**src/rtl/data_mem_ctrl_pkg.sv**
```systemverilog
// data_mem_ctrl_pkg: shared FSM, load/store encodings and lane helpers for the data-memory controller
package data_mem_ctrl_pkg;
   typedef enum logic [1:0] {IDLE, RD_WAIT, MERGE_WR, DONE} state_t;
   localparam logic MEM_READ = 1'b0;
   localparam logic MEM_WRITE = 1'b1;
   localparam logic [2:0] LOAD_SEL_B = 3'd0;
   localparam logic [2:0] LOAD_SEL_H = 3'd1;
   localparam logic [2:0] LOAD_SEL_W = 3'd2;
   localparam logic [2:0] LOAD_SEL_BU = 3'd3;
   localparam logic [2:0] LOAD_SEL_HU = 3'd4;
   localparam logic [1:0] STORE_SEL_B = 2'd0;
   localparam logic [1:0] STORE_SEL_H = 2'd1;
   localparam logic [1:0] STORE_SEL_W = 2'd2;
   function automatic logic is_byte(logic rw, logic [2:0] ls, logic [1:0] ss);
      return rw ? ss == STORE_SEL_B : (ls == LOAD_SEL_B || ls == LOAD_SEL_BU);
   endfunction
   function automatic logic is_half(logic rw, logic [2:0] ls, logic [1:0] ss);
      return rw ? ss == STORE_SEL_H : (ls == LOAD_SEL_H || ls == LOAD_SEL_HU);
   endfunction
   // Lane offset forced to the natural alignment of the access size
   function automatic logic [1:0] lane_off(logic rw, logic [2:0] ls, logic [1:0] ss, logic [1:0] a);
      return is_byte(rw, ls, ss) ? a : is_half(rw, ls, ss) ? {a[1], 1'b0} : 2'b00;
   endfunction
   function automatic logic misaligned_acc(logic rw, logic [2:0] ls, logic [1:0] ss, logic [1:0] a);
      return is_byte(rw, ls, ss) ? 1'b0 : is_half(rw, ls, ss) ? a[0] : |a;
   endfunction
endpackage

```
**src/rtl/data_mem_ctrl_lane_align.sv**
```systemverilog
// lane_align: little-endian lane extract/extend for loads and sub-word merge for stores
module lane_align
   import data_mem_ctrl_pkg::*;
(
   input  logic [2:0]  load_sel,
   input  logic [1:0]  store_sel,
   input  logic [1:0]  off,
   input  logic [31:0] rword,
   input  logic [31:0] wdata,
   output logic [31:0] load_val,
   output logic [31:0] merged
);
   logic [7:0] b;
   logic [15:0] h;
   always_comb begin
      b = rword[{off, 3'b000} +: 8];
      h = off[1] ? rword[31:16] : rword[15:0];
      load_val = load_sel == LOAD_SEL_B  ? {{24{b[7]}}, b} :
                 load_sel == LOAD_SEL_BU ? {24'd0, b} :
                 load_sel == LOAD_SEL_H  ? {{16{h[15]}}, h} :
                 load_sel == LOAD_SEL_HU ? {16'd0, h} : rword;
      merged = rword;
      if (store_sel == STORE_SEL_B)
         merged[{off, 3'b000} +: 8] = wdata[7:0];
      else if (store_sel == STORE_SEL_H)
         merged[{off[1], 4'b0000} +: 16] = wdata[15:0];
      else
         merged = wdata;
   end
endmodule

```
**src/rtl/data_mem_ctrl.sv**
```systemverilog
// data_mem_ctrl: multi-cycle load/store controller for a word-wide SRAM with read-modify-write sub-word stores.
// Define DMEM_MISALIGN_TRAP_EN to suppress and flag misaligned accesses instead of forcing alignment.
module data_mem_ctrl
   import data_mem_ctrl_pkg::*;
#(
   parameter int DEPTH_WORDS = 1024,
   localparam int AW = $clog2(DEPTH_WORDS)
) (
   input  logic          clk,
   input  logic          rst_n,
   input  logic          req_valid,
   input  logic          mem_rw,
   input  logic [2:0]    load_sel,
   input  logic [1:0]    store_sel,
   input  logic [31:0]   addr,
   input  logic [31:0]   wdata,
   output logic [31:0]   rdata,
   output logic          busy,
   output logic          done,
   output logic          misaligned,
   output logic          sram_en,
   output logic          sram_we,
   output logic [AW-1:0] sram_addr,
   output logic [31:0]   sram_wdata,
   input  logic [31:0]   sram_rdata
);
   state_t state;
   logic rw_q;
   logic [2:0] lsel_q;
   logic [1:0] ssel_q, off_q;
   logic [AW-1:0] waddr_q;
   logic [31:0] wdata_q, merged_q, load_val, merged;
   logic accept, mis, go, sw_now;
   assign accept = state == IDLE && req_valid;
`ifdef DMEM_MISALIGN_TRAP_EN
   assign mis = misaligned_acc(mem_rw, load_sel, store_sel, addr[1:0]);
`else
   assign mis = 1'b0;
`endif
   assign go = accept && !mis;
   assign sw_now = mem_rw == MEM_WRITE && store_sel[1];
   // SRAM port is combinational in the accept cycle so read data lands in RD_WAIT
   assign sram_en = go || state == MERGE_WR;
   assign sram_we = (go && sw_now) || state == MERGE_WR;
   assign sram_addr = accept ? addr[AW+1:2] : state == MERGE_WR ? waddr_q : '0;
   assign sram_wdata = state == MERGE_WR ? merged_q : (go && sw_now) ? wdata : '0;
   lane_align u_lane (
      .load_sel(lsel_q),
      .store_sel(ssel_q),
      .off(off_q),
      .rword(sram_rdata),
      .wdata(wdata_q),
      .load_val(load_val),
      .merged(merged)
   );
   always_ff @(posedge clk or negedge rst_n) begin
      if (!rst_n) begin
         state <= IDLE;
         rw_q <= 1'b0;
         lsel_q <= '0;
         ssel_q <= '0;
         off_q <= '0;
         waddr_q <= '0;
         wdata_q <= '0;
         merged_q <= '0;
         rdata <= '0;
         busy <= 1'b0;
         done <= 1'b0;
         misaligned <= 1'b0;
      end else begin
         case (state)
            IDLE: if (req_valid) begin
               rw_q <= mem_rw;
               lsel_q <= load_sel;
               ssel_q <= store_sel;
               off_q <= lane_off(mem_rw, load_sel, store_sel, addr[1:0]);
               waddr_q <= addr[AW+1:2];
               wdata_q <= wdata;
               busy <= 1'b1;
               done <= mis || sw_now;
               misaligned <= mis;
               state <= (mis || sw_now) ? DONE : RD_WAIT;
            end
            RD_WAIT: begin
               if (rw_q == MEM_READ) rdata <= load_val;
               merged_q <= merged;
               done <= rw_q == MEM_READ;
               state <= rw_q == MEM_READ ? DONE : MERGE_WR;
            end
            MERGE_WR: begin
               done <= 1'b1;
               state <= DONE;
            end
            default: begin
               busy <= 1'b0;
               done <= 1'b0;
               misaligned <= 1'b0;
               state <= IDLE;
            end
         endcase
      end
   end
endmodule

```
**config.mk**
```make
export PLATFORM = sky130hd
export DESIGN_NAME = data_mem_ctrl
export DESIGN_NICKNAME = d
export VERILOG_FILES = /design/src/rtl/data_mem_ctrl_pkg.sv /design/src/rtl/data_mem_ctrl_lane_align.sv /design/src/rtl/data_mem_ctrl.sv
export SDC_FILE = /design/constraint.sdc
export NUM_CORES = 1
export LEC_CHECK = 0
export CAP_MARGIN = 15
export CORE_MARGIN = 4
export CORE_UTILIZATION = 40
export DETAILED_ROUTE_END_ITERATION = 10
export HOLD_SLACK_MARGIN = 0.1
export PLACE_DENSITY_LB_ADDON = 0.08
export SLEW_MARGIN = 10
export SYNTH_ARGS = -nofsm -noshare
export SYNTH_HDL_FRONTEND = slang
export SYNTH_HIERARCHICAL = 1
export SYNTH_SLANG_ARGS = --single-unit
```
**constraint.sdc**
```tcl
create_clock -name clk -period 4.5 [get_ports clk]
set_input_delay 0.9 -clock clk [delete_from_list [all_inputs] [get_ports clk]]
set_output_delay 0.9 -clock clk [all_outputs]
set_load 0.005 [all_outputs]
```
==> reports/qor.yml, run 1 <==
outcome: "complete, no violations"
drive_above_1_share_pct: 14.1
period_share_pct: 86.9
track_usage_pct: 21.8
start_util_pct: 40.6
fp.dieH_um: 143
r2r_cells: 6
r2r_setup_slack_ps: 1510
cp-endpoint: "sram_addr[7]"
crit_chain: "clkdlybuf4s50_1 > and2_4 > buf_4 > a22o_1 > clkdlybuf4s50_1"
leakagePower_nw: 4.14
grt_pass1_wl_um: 35000
ys_warn_count: 6
required_ps: 3600
fin_crit_ps: 3910
drt-wirelength-per-cell_um: 19.4
maxSlewViolCount: 0
drv_cap: 0
final_common_cell: "nand2_1"
seq_area_frac_synth_pct: 40.6
critPathLaunch: "req_valid"
cts_hold_buf: 0
finalSetupViolCount: 0
worstSkewPairLatency_ps: 420
syn_avg_cell_area_um2: 9.62
cts.sinks: 118
area_growth_pct: 30.9
cts_buffers: 17
r2r_end: "merged_q[9]"
r2r_start: "off_q[0]"
worstPathArrival_ps: 3010
via_per_inst: 5.57
cts-resized-gates: 0
path_common_cell: "clkdlybuf4s50_1"
synth_area_um2: 7270
tightest_slew_ps: 1100
port_buffers: 162
start_kind: "input pin"
gp_congestion: 0.880
fin_setup_tns_ps: 0
final-hold-violation-count: 0
hold_class: "register to register"
synth-seq-cells: 118
clkSlewWorstSetupHoldPaths_ps: 50
antenna_found_initial: 0
netlist.area_leader.share_pct: 40.6
ys.flop_type: "dfrtp_1"
worstSetupEndpointType: "output port"
finalPower_mw: 7.01
hpwl_um: 16300
skew_ps: 5.34
grt_max_degree: 81
max-slew-margin-rel_pct: 26.7
grt_pass1_vias: 6500
htree_num_levels: 4
drt-initial-drc-count: 468
dr.pass1.iters: 8
cts_root_buf: "clkbuf_16"
num_vias: 6298
synth.net_count: 871
pwr_density_cell_nw_per_um2: 737
synth_cell_type_count: 56
fmax_mhz: 256
overflow: 0
n_antenna_cell: 0
cts_setup_buffers: 0
crit_path_top_delay_cell: "clkdlybuf4s50_1"
critPathMaxStageDelay_ps: 620
final_cell_mix: "nand2_1 (182), clkdlybuf4s50_1 (161), dfrtp_1 (118)"
die_x_um: 143
yosys-top-cells-area: "dfrtp_1 (41%), mux2_2 (11%), nand2_1 (9.4%), mux2i_1 (5.4%), a22o_1 (4.1%)"
rows: 49
drc: 0
cts_buffer_depth: 2
cts_tree: "yes"
yosysTopAreaCell: "dfrtp_1"
criticalPathCategory: "input pin to output port"
path_max_fanout: 40
die_area_um2: 20400
worst_ir_drop_vdd_uv: 285
synth_edf_count: 0
ios: 184
detail-route-antenna-nets: 0
async_flop_share_pct: 100
nets: 1003
drt-total-wl_um: 21900
rsz0062_at_grt: "false"
synth_cells: 756
core-area_um2: 17900
worst max-delay path: cells and delay by family:
kind | cells | cell delay, ps
and+or+nand+nor | 1 | 340
buffers and inverters | 3 | 1540
AOI/OAI and AO/OA | 1 | 220
metrics by stage:
stage               setup slack [ps]  util [%]  area (um^2)  hold WS, ps  instances
detailed placement               602      49.8         8920          464       1098
global route                     439      53.2         9520          504       1130
floorplan                       1870         -         7270          440        756
CTS                              586      53.2         9520          478       1130
global placement                 625      49.8         8920          466       1098
finish                           591      53.2         9520          474       1130
cells in the mapped netlist (2+ instances only):
cell type and n:
nand2_1 182, dfrtp_1 118, mux2_2 68, mux2i_1 39
nor2_1 38, a22o_1 34, nand3_1 23, buf_2 22
a21oi_1 19, inv_1 19, clkbuf_1 18, nor2b_1 18
a31oi_1 15, buf_6 10, ha_1 10, o21ai_0 10
a221oi_1 9, mux2_1 9, nor3_1 9, a221o_1 8
and3b_1 7, buf_4 7, mux4_2 7, o221ai_1 7
a222oi_1 6, nor3b_1 4, nand2b_1 3, xor2_1 3
a32oi_1 2, buf_1 2, nor4b_1 2, o211ai_1 2
o31ai_1 2, or2_2 2
power breakdown:
| group | switching, mW | internal [mW] |
|---|---|---|
| Combinational | 1.68 | 1.86 |
| Clock | 0.481 | 0.883 |
| Sequential | 0.511 | 1.59 |
routing by layer:
layer	GRT usage, %	wire [um]	part of all wire (%)
met1	29.1	9740	44
met2	35.1	10100	46
met3	5.79	1740	7.9
met4	5.85	325	1.5
met5	0	0	0
cells by family after synthesis:
kind of cell	Yosys count	synth area share [%]
flip-flops	118	40.6
adder cells (fa/ha/maj)	10	1.72
XOR/XNOR	4	0.482
AO/OA/AOI/OAI	121	13.1
multiplexers	124	19.8
buffers and inverters	80	5.90
AND/OR/NAND/NOR	298	18.3
other	1	0.0516
how the worst min path moves through the flow:
stage,endpoint,cells past startpoint,slack (ps),startpoint
global route,wdata_q[16],2,500,wdata_q[16]
detailed placement,wdata_q[26],2,460,wdata_q[26]
global placement,wdata_q[28],2,470,wdata_q[28]
finish,wdata_q[26],2,470,wdata_q[26]
CTS,wdata_q[26],2,480,wdata_q[26]
floorplan,lsel_q[1],2,440,lsel_q[1]
sequential cells by signal, indices dropped and copies added (netlist names):
signal	cells
lsel_q	3
wdata_q	32
done	1
rdata	32
ssel_q	2
busy	1
rw_q	1
state	2
merged_q	32
waddr_q	10
off_q	2
layout make-up:
class | count | area (um^2)
inverter | 21 | 78.8
fill | 1626 | 8390
sequential | 118 | 2950
clock inverter | 12 | 154
multi-input combinational | 558 | 3890
tap | 229 | 287
timing repair buffer | 172 | 1710
clock buffer | 20 | 447
Power figures use the tool's default switching activity.
==> inputs of run 2 (changes only) <==
--- a/config.mk
+++ b/config.mk
@@ -10,4 +10,6 @@
 export CORE_UTILIZATION = 40
 export DETAILED_ROUTE_END_ITERATION = 10
+export DONT_BUFFER_PORTS = 1
+export GPL_ROUTABILITY_DRIVEN = 0
 export HOLD_SLACK_MARGIN = 0.1
 export PLACE_DENSITY_LB_ADDON = 0.08
==> constraint.sdc (replaced) <==
create_clock -name clk -period 4.5 [get_ports clk]
set_input_delay 0.9 -clock clk [delete_from_list [all_inputs] [get_ports clk]]
set_output_delay 0.9 -clock clk [all_outputs]
set_load 0.02 [all_outputs]
==> reports/qor.yml, run 2 (same netlist as run 1, synthesis figures left out) <==
final_common_cell: "nand2_1"
drive_above_1_share_pct: 17.0
n_antenna_cell: 0
hpwl_um: 15600
area_growth_pct: 8.21
drt-total-wl_um: 21400
fin_util_pct: 43.9
top_regs: "merged_q x32, rdata x32, wdata_q x32"
cts_root_buf: "clkbuf_16"
cts-resized-gates: 0
cts_tree: "yes"
cts_buffer_depth: 2
dr.pass1.iters: 4
via_per_inst: 5.94
critPathMaxStageDelay_ps: 610
final-hold-violation-count: 0
combPwrFrac_pct: 45.0
hold_class: "input pin to asynchronous set/reset pin"
grt_pass1_wl_um: 33400
drt-wirelength-per-cell_um: 22.2
grt_pass1_vias: 5811
clkSlewWorstSetupHoldPaths_ps: 60
worstSkewPairLatency_ps: 420
path_max_fanout: 60
drv_cap: 0
cts.sinks: 118
multi_input_area_um2: 3890
fp.dieH_um: 143
detail-route-antenna-nets: 0
maxSlewViolCount: 0
nets: 838
worstSetupEndpointType: "output port"
crit_path_top_delay_cell: "and2_4"
pwr_density_cell_nw_per_um2: 849
overflow: 0
criticalPathCategory: "register to output port"
cts_setup_buffers: 0
power_switching_mw: 2.91
rows: 49
finalPower_mw: 6.68
path_buf_inv: 1
final_cell_mix: "nand2_1 (182), dfrtp_1 (118), mux2_2 (68)"
die_area_um2: 20400
rsz0062_at_grt: "false"
worst_ir_drop_vdd_uv: 305
crit_family: "simple AND/OR/NAND/NOR gates"
finalSetupViolCount: 0
clkPwrFrac_pct: 20.8
crit_chain: "inv_1 > ha_1 > and2_4 > a31oi_4 > nor2_1"
track_usage_pct: 21.2
leakagePower_nw: 3.52
max-slew-margin-rel_pct: 25.7
p_int_mw: 3.78
p_sw_share_pct: 43.5
required_ps: 3600
seqPwrFrac_pct: 34.2
hold_slack_ps: 177
core-area_um2: 17900
fin_crit_ps: 3760
outcome: "complete, no violations"
seq_area_um2: 2950
start_kind: "register"
worstPathArrival_ps: 2860
tightest_slew_ps: 1110
cts_buffers: 17
n_fill_cell: 1754
period_share_pct: 83.5
fmax_mhz: 266
htree_num_levels: 4
ios: 184
drt-initial-drc-count: 437
cts_hold_buf: 0
drc: 0
layout_setup_ws_ps: 745
port_buffers: 0
fin_setup_tns_ps: 0
num_vias: 5728
start_util_pct: 40.6
antenna_found_initial: 0
post-place-ws_ps: 1130
die_x_um: 143
grt_max_degree: 119
skew_ps: 6.88
[run 2: cell type report]
| type | count | share of cell area [%] |
|---|---|---|
| Multi-Input combinational cell | 558 | 49.5 |
| Timing Repair Buffer | 7 | 0.636 |
| Clock buffer | 19 | 5.76 |
| Clock inverter | 13 | 1.97 |
| Inverter | 21 | 1.00 |
| Tap cell | 229 | 3.64 |
| Sequential cell | 118 | 37.5 |
[run 2: worst paths after layout]
kind	to	cells after the start	start	slack, ps
min in group clk	wdata_q[17]	2	wdata_q[17]	470
hold / removal	rdata[24]	0	rst_n	180
hold reg to reg	wdata_q[17]	2	wdata_q[17]	470
setup / recovery	sram_wdata[15]	5	state[0]	740
max in group asynchronous	rdata[14]	0	rst_n	4050
setup reg to reg	merged_q[11]	6	off_q[1]	1900
[run 2: worst reg2reg max path, cell delays in order, from the launching register on]
cell	delay, ps
dfrtp_1	350
clkinv_1	310
ha_1	470
nor3b_2	530
and4_1	490
a221o_1	250
mux2_2	150
[run 2: per-layer routing]
| metal | part of all wire, % | vias to the layer above | wire [um] | track usage [%] |
|---|---|---|---|---|
| met2 | 47 | 249 | 9980 | 33.5 |
| met3 | 9.6 | 23 | 2050 | 6.43 |
| met1 | 42 | 2849 | 9040 | 27.9 |
| met5 | 0 | - | 0 | 0 |
| met4 | 1.7 | 0 | 372 | 7.20 |
| li1 | - | 2607 | - | - |
[run 2: power by group through the flow]
| stage | sequential, mW | clock (mW) | combinational [mW] |
|---|---|---|---|
| floorplan | 2.05 | 0 | 2.68 |
| global placement | 2.28 | 0 | 2.95 |
| detailed placement | 2.30 | 0 | 3.02 |
| CTS | 2.29 | 1.43 | 3.03 |
| global route | 2.36 | 1.47 | 3.32 |
| finish | 2.29 | 1.39 | 3.01 |
[run 2: through the flow]
step | instance area, um^2 | instances
floorplan | 7270 | 756
global placement | 7250 | 932
finish | 7870 | 965
CTS | 7860 | 964
detailed placement | 7250 | 932
global route | 7870 | 965
==> RTL edit 1: new RTL, flow settings as in run 2 <==
Encoding of `state_t`: now Gray code (2 bits for 4 states).
--- a/src/rtl/data_mem_ctrl_pkg.sv
+++ b/src/rtl/data_mem_ctrl_pkg.sv
@@ -1,6 +1,6 @@
 // data_mem_ctrl_pkg: shared FSM, load/store encodings and lane helpers for the data-memory controller
 package data_mem_ctrl_pkg;
-   typedef enum logic [1:0] {IDLE, RD_WAIT, MERGE_WR, DONE} state_t;
+   typedef enum logic [1:0] {IDLE = 2'b00, RD_WAIT = 2'b01, MERGE_WR = 2'b11, DONE = 2'b10} state_t;
    localparam logic MEM_READ = 1'b0;
    localparam logic MEM_WRITE = 1'b1;
    localparam logic [2:0] LOAD_SEL_B = 3'd0;
Formal check against the unedited RTL: no difference found for any inputs over 4 cycles, from zero or initial values and one cycle with rst_n low; so few cycles prove little.
==> RTL edit 1 against run 2 <==
Area after synthesis decreased by 4.0%; sequential cell count did not move; non-clock buffer count rose by 1; sequential power grew 4%; design area fell by 3.8%; setup slack gained 0.68 ns; routed wire length decreased by 5.5%; die area decreased by 3.8%; total power is 4.2% lower; clock power is 6% lower; critical path type unchanged.
==> RTL edit 1: results (changes against run 2) <==
[route]
dr.pass1.iters = 5  ; +1
wl_per_cell_um = 24.5  ; +10%
drt_first_iter_violations = 441  ; +0.92%
ant_nets = 0  ; unchanged
via_count = 5049  ; -12%

[power_and_ir_drop]
p_clk_frac = 0.204  ; -0.004
combPwrFrac = 0.424  ; -0.026
power_density_mw_per_mm2 = 846  ; -0.34%
p_leak_nw = 3.12  ; -11%
peakVddDrop_mv = 0.337  ; +11%
internal_power_mw = 3.79  ; +0.24%

[timing]
fin_worst_skew_ns = 0.00544  ; -0.00144 ns
relSlewSlack = 0.271  ; +0.0134

[yosys]
ys_top_cells_by_count = dfrtp_1 (118), mux2_2 (107), a22o_1 (66), nand2_1 (37), nand3_1 (23)
yosysSeqAreaShare = 0.423  ; +0.0170
yosysWarnings = 6  ; unchanged
yosys-top-cells-area = dfrtp_1 (42%), mux2_2 (17%), a22o_1 (8.3%)
ys_types = 53  ; -5.4%
ys_async_sr_fraction = 1.00  ; unchanged
synth_fp_nets = 723  ; -17%

[grt]
grt_max_degree = 119  ; unchanged
antenna_found_initial = 0  ; unchanged
grt_use_met1 = 0.277  ; -0.00171
first_global_vias = 5264  ; -9.4%
grt_pass1_wl_mm = 31.6  ; -5.3%
grt_use_met2 = 0.317  ; -0.0180
met3_usage = 0.0656  ; +0.00125
grt.total_usage = 0.208  ; -0.00442

[worst_setup_path]
critPathTopFamily = buffers and inverters
max_stage_delay_ns = 0.64  ; +0.03 ns
critical_path_peak_fanout = 64  ; +6.7%
worst_path_max_delay_cell = buf_4

[layout]
fillers = 1617  ; -7.8%
final_layout_size_suffix_gt1_frac = 0.265  ; +0.0947
antenna_cells = 0  ; unchanged
nets = 699  ; -17%

[placed_design]
dpl.hpwl_mm = 14.5  ; -7.0%
pre_cts_ws_ns = 1.49  ; +0.360 ns
port_buffers = 0  ; unchanged

[clocking]
clockBufferDepth = 2  ; unchanged
path_clk_slew_ns = 0.05
ctsResizeCount = 0  ; unchanged
htreeDepth = 4  ; unchanged
clock-root-buffer = clkbuf_16
clk_latency_ns = 0.42  ; about the same

[status]
outcome = complete, no violations

[min_path]
worstHoldPathType = in2async

[RTL edit 1: final cells by class]
cell class                      count  share of cell area
Clock inverter                      4             0.00926
Tap cell                          225              0.0372
Sequential cell                   118               0.390
Timing Repair Buffer                8             0.00794
Multi-Input combinational cell    423               0.481
Clock buffer                       27              0.0638
Inverter                           21              0.0104
[RTL edit 1: path summary, 6_finish.rpt]
path / depth (start not counted) / slack (ns) / endpoint / start
max: 3 / 1.43 / sram_addr[0] / state[1]
min: 0 / 0.18 / rdata[9] / rst_n
min in group clk: 1 / 0.49 / merged_q[5] / merged_q[5]
max reg2reg: 6 / 1.61 / merged_q[12] / off_q[0]
min reg2reg: 1 / 0.49 / merged_q[5] / merged_q[5]
max in group asynchronous: 0 / 4.17 / merged_q[26] / rst_n
[RTL edit 1: worst register-to-register path, cell delays in order (launching register included)]
cell and delay (ns):
dfrtp_1 0.86, inv_1 0.20, ha_1 0.39, nor3b_2 0.52, and4_1 0.47, a221o_1 0.25
mux2_2 0.15
[RTL edit 1: kinds of logic after synthesis]
| family | after synthesis | share of synthesized area |
|---|---|---|
| other | 1 | 0.000537 |
| buffers and inverters | 72 | 0.0568 |
| and+or+nand+nor | 124 | 0.0982 |
| AOI/OAI and AO/OA | 150 | 0.171 |
| xor gates and xnor gates | 4 | 0.00502 |
| muxes | 139 | 0.236 |
| DFF | 118 | 0.423 |
| adders and majority gates | 5 | 0.00896 |
[RTL edit 1: metal layers]
layer / up-vias / share of wire
met5: - / 0
met4: 0 / 0.026
met3: 33 / 0.082
met2: 211 / 0.46
met1: 2532 / 0.44
li1: 2273 / -
[RTL edit 1: metrics by stage]
step | instances | area (um^2)
final | 826 | 7560
after CTS | 826 | 7560
after global routing | 826 | 7560
after global placement | 795 | 7010
after detailed placement | 795 | 7010
after floorplan | 613 | 6980
==> RTL edit 2: new RTL, config.mk and constraints of run 2 <==
Without the edit above. The option `DMEM_MISALIGN_TRAP_EN` is turned on by a define.
--- a/src/rtl/data_mem_ctrl.sv
+++ b/src/rtl/data_mem_ctrl.sv
@@ -1,5 +1,7 @@
 // data_mem_ctrl: multi-cycle load/store controller for a word-wide SRAM with read-modify-write sub-word stores.
 // Define DMEM_MISALIGN_TRAP_EN to suppress and flag misaligned accesses instead of forcing alignment.
+`define DMEM_MISALIGN_TRAP_EN
+
 module data_mem_ctrl
    import data_mem_ctrl_pkg::*;
 #(
Behaviour: not the same (Yosys sat finds a counterexample within 4 cycles, from zero or initial values and one cycle with rst_n low).
==> RTL edit 2 against run 2 <==
Design area is 1.1% lower; area after synthesis is 2.3% lower; setup slack better by 0.24 ns; critical path type unchanged; die area is 2.2% lower; total power is 0.39% higher; routed wire length is 3.0% higher; sequential cell count is 1 higher; synthesized cell count is 2.2% lower.
==> RTL edit 2: results (changes against run 2) <==
[timing]
fin_worst_skew_ns = 0.0147  ; +0.00786 ns
hold_slack_ns = 0.180  ; +0.00287 ns
worstMarginPinSlew_ns = 1.15  ; +0.0347 ns
fin_crit_ns = 3.51  ; -0.241 ns

[worst_setup_path]
rrSetupSlack_ns = 1.31  ; -0.59 ns
critical_path_peak_fanout = 23  ; -62%
max_stage_delay_ns = 0.59  ; -0.02 ns

[power_and_ir_drop]
peakVddDrop_mv = 0.325  ; +6.6%
sw_frac_of_total = 0.434  ; -0.00127
p_leak_nw = 3.48  ; -1.0%
power.switching_mw = 2.91  ; about the same

[layout]
stdcell_count = 951  ; -1.5%
final_layout_size_suffix_gt1_frac = 0.183  ; +0.0136
fillers = 1694  ; -3.4%
nets = 827  ; -1.3%

[grt]
grt_pass1_wl_mm = 34.3  ; +2.9%
grt_max_degree = 120  ; +0.84%
antenna_found_initial = 1  ; +1

[status]
outcome = complete, no violations

[yosys]
yosysSeqAreaShare = 0.419  ; +0.0132
synthCells = 739  ; -2.2%
ys_types = 57  ; +1.8%
synth_fp_nets = 853  ; -2.1%
ys_top_cells_by_count = nand2_1 (205), dfrtp_1 (119), mux2_2 (76), a22o_1 (56), clkbuf_1 (33)

[placed_design]
dpl.hpwl_mm = 15.7  ; +0.66%

[route]
wl_per_cell_um = 23.2  ; +4.5%
vias_per_cell = 6.07  ; +2.3%
dr.pass1.iters = 6  ; +2
drt_first_iter_violations = 519  ; +19%

-- RTL edit 2: cell types whose count changed after synthesis, moves of 6 or more --
cell / delta
nand2_1: +23
clkbuf_1: +15
buf_2: -13
mux2_2: +8
a22o_1: +22
buf_6: -6
mux2_1: -7
mux2i_1: -35
nor2_1: -34
-- RTL edit 2: final timing paths --
check	startpoint	to	depth (start not counted)
max	state[0]	sram_addr[8]	6
max in group asynchronous	rst_n	off_q[0]	0
min	rst_n	merged_q[3]	0
min reg2reg	wdata_q[30]	wdata_q[30]	2
min in group clk	wdata_q[30]	wdata_q[30]	2
max reg2reg	off_q[1]	merged_q[15]	7
-- RTL edit 2: cell families (layout without fill, tap and decap cells) --
family | after synthesis | count (layout) | synth area share
compound gates | 149 | 149 | 0.168
xor+xnor | 5 | 5 | 0.00617
fa+ha+maj | 9 | 9 | 0.0159
buf+inv | 72 | 58 | 0.0470
flops | 119 | 119 | 0.419
mux | 90 | 90 | 0.155
other cells | 0 | 1 | 0
simple gates | 295 | 295 | 0.189
-- RTL edit 2: metal layers --
metal	GRT usage	part of all wire
met2	0.359	0.48
met1	0.293	0.43
met4	0.0541	0.011
met3	0.0645	0.080
met5	0	0
-- RTL edit 2: cell type report --
| type | count | area share |
|---|---|---|
| multi-input cells | 548 | 0.488 |
| flip-flops and latches | 119 | 0.383 |
| clock buffers | 22 | 0.0596 |
| well taps | 225 | 0.0362 |
| clock inverters | 9 | 0.0161 |
| repair buffers | 9 | 0.00868 |
| inverters | 18 | 0.00868 |
| diodes | 1 | 0.000322 |
-- RTL edit 2: critical path, delay by kind of cell (launching register included) --
kind / cells / cell delay (ns)
adder cells (fa/ha/maj): 1 / 0.59
flip-flops: 1 / 0.41
AND/OR/NAND/NOR: 3 / 0.68
buffers and inverters: 2 / 0.51
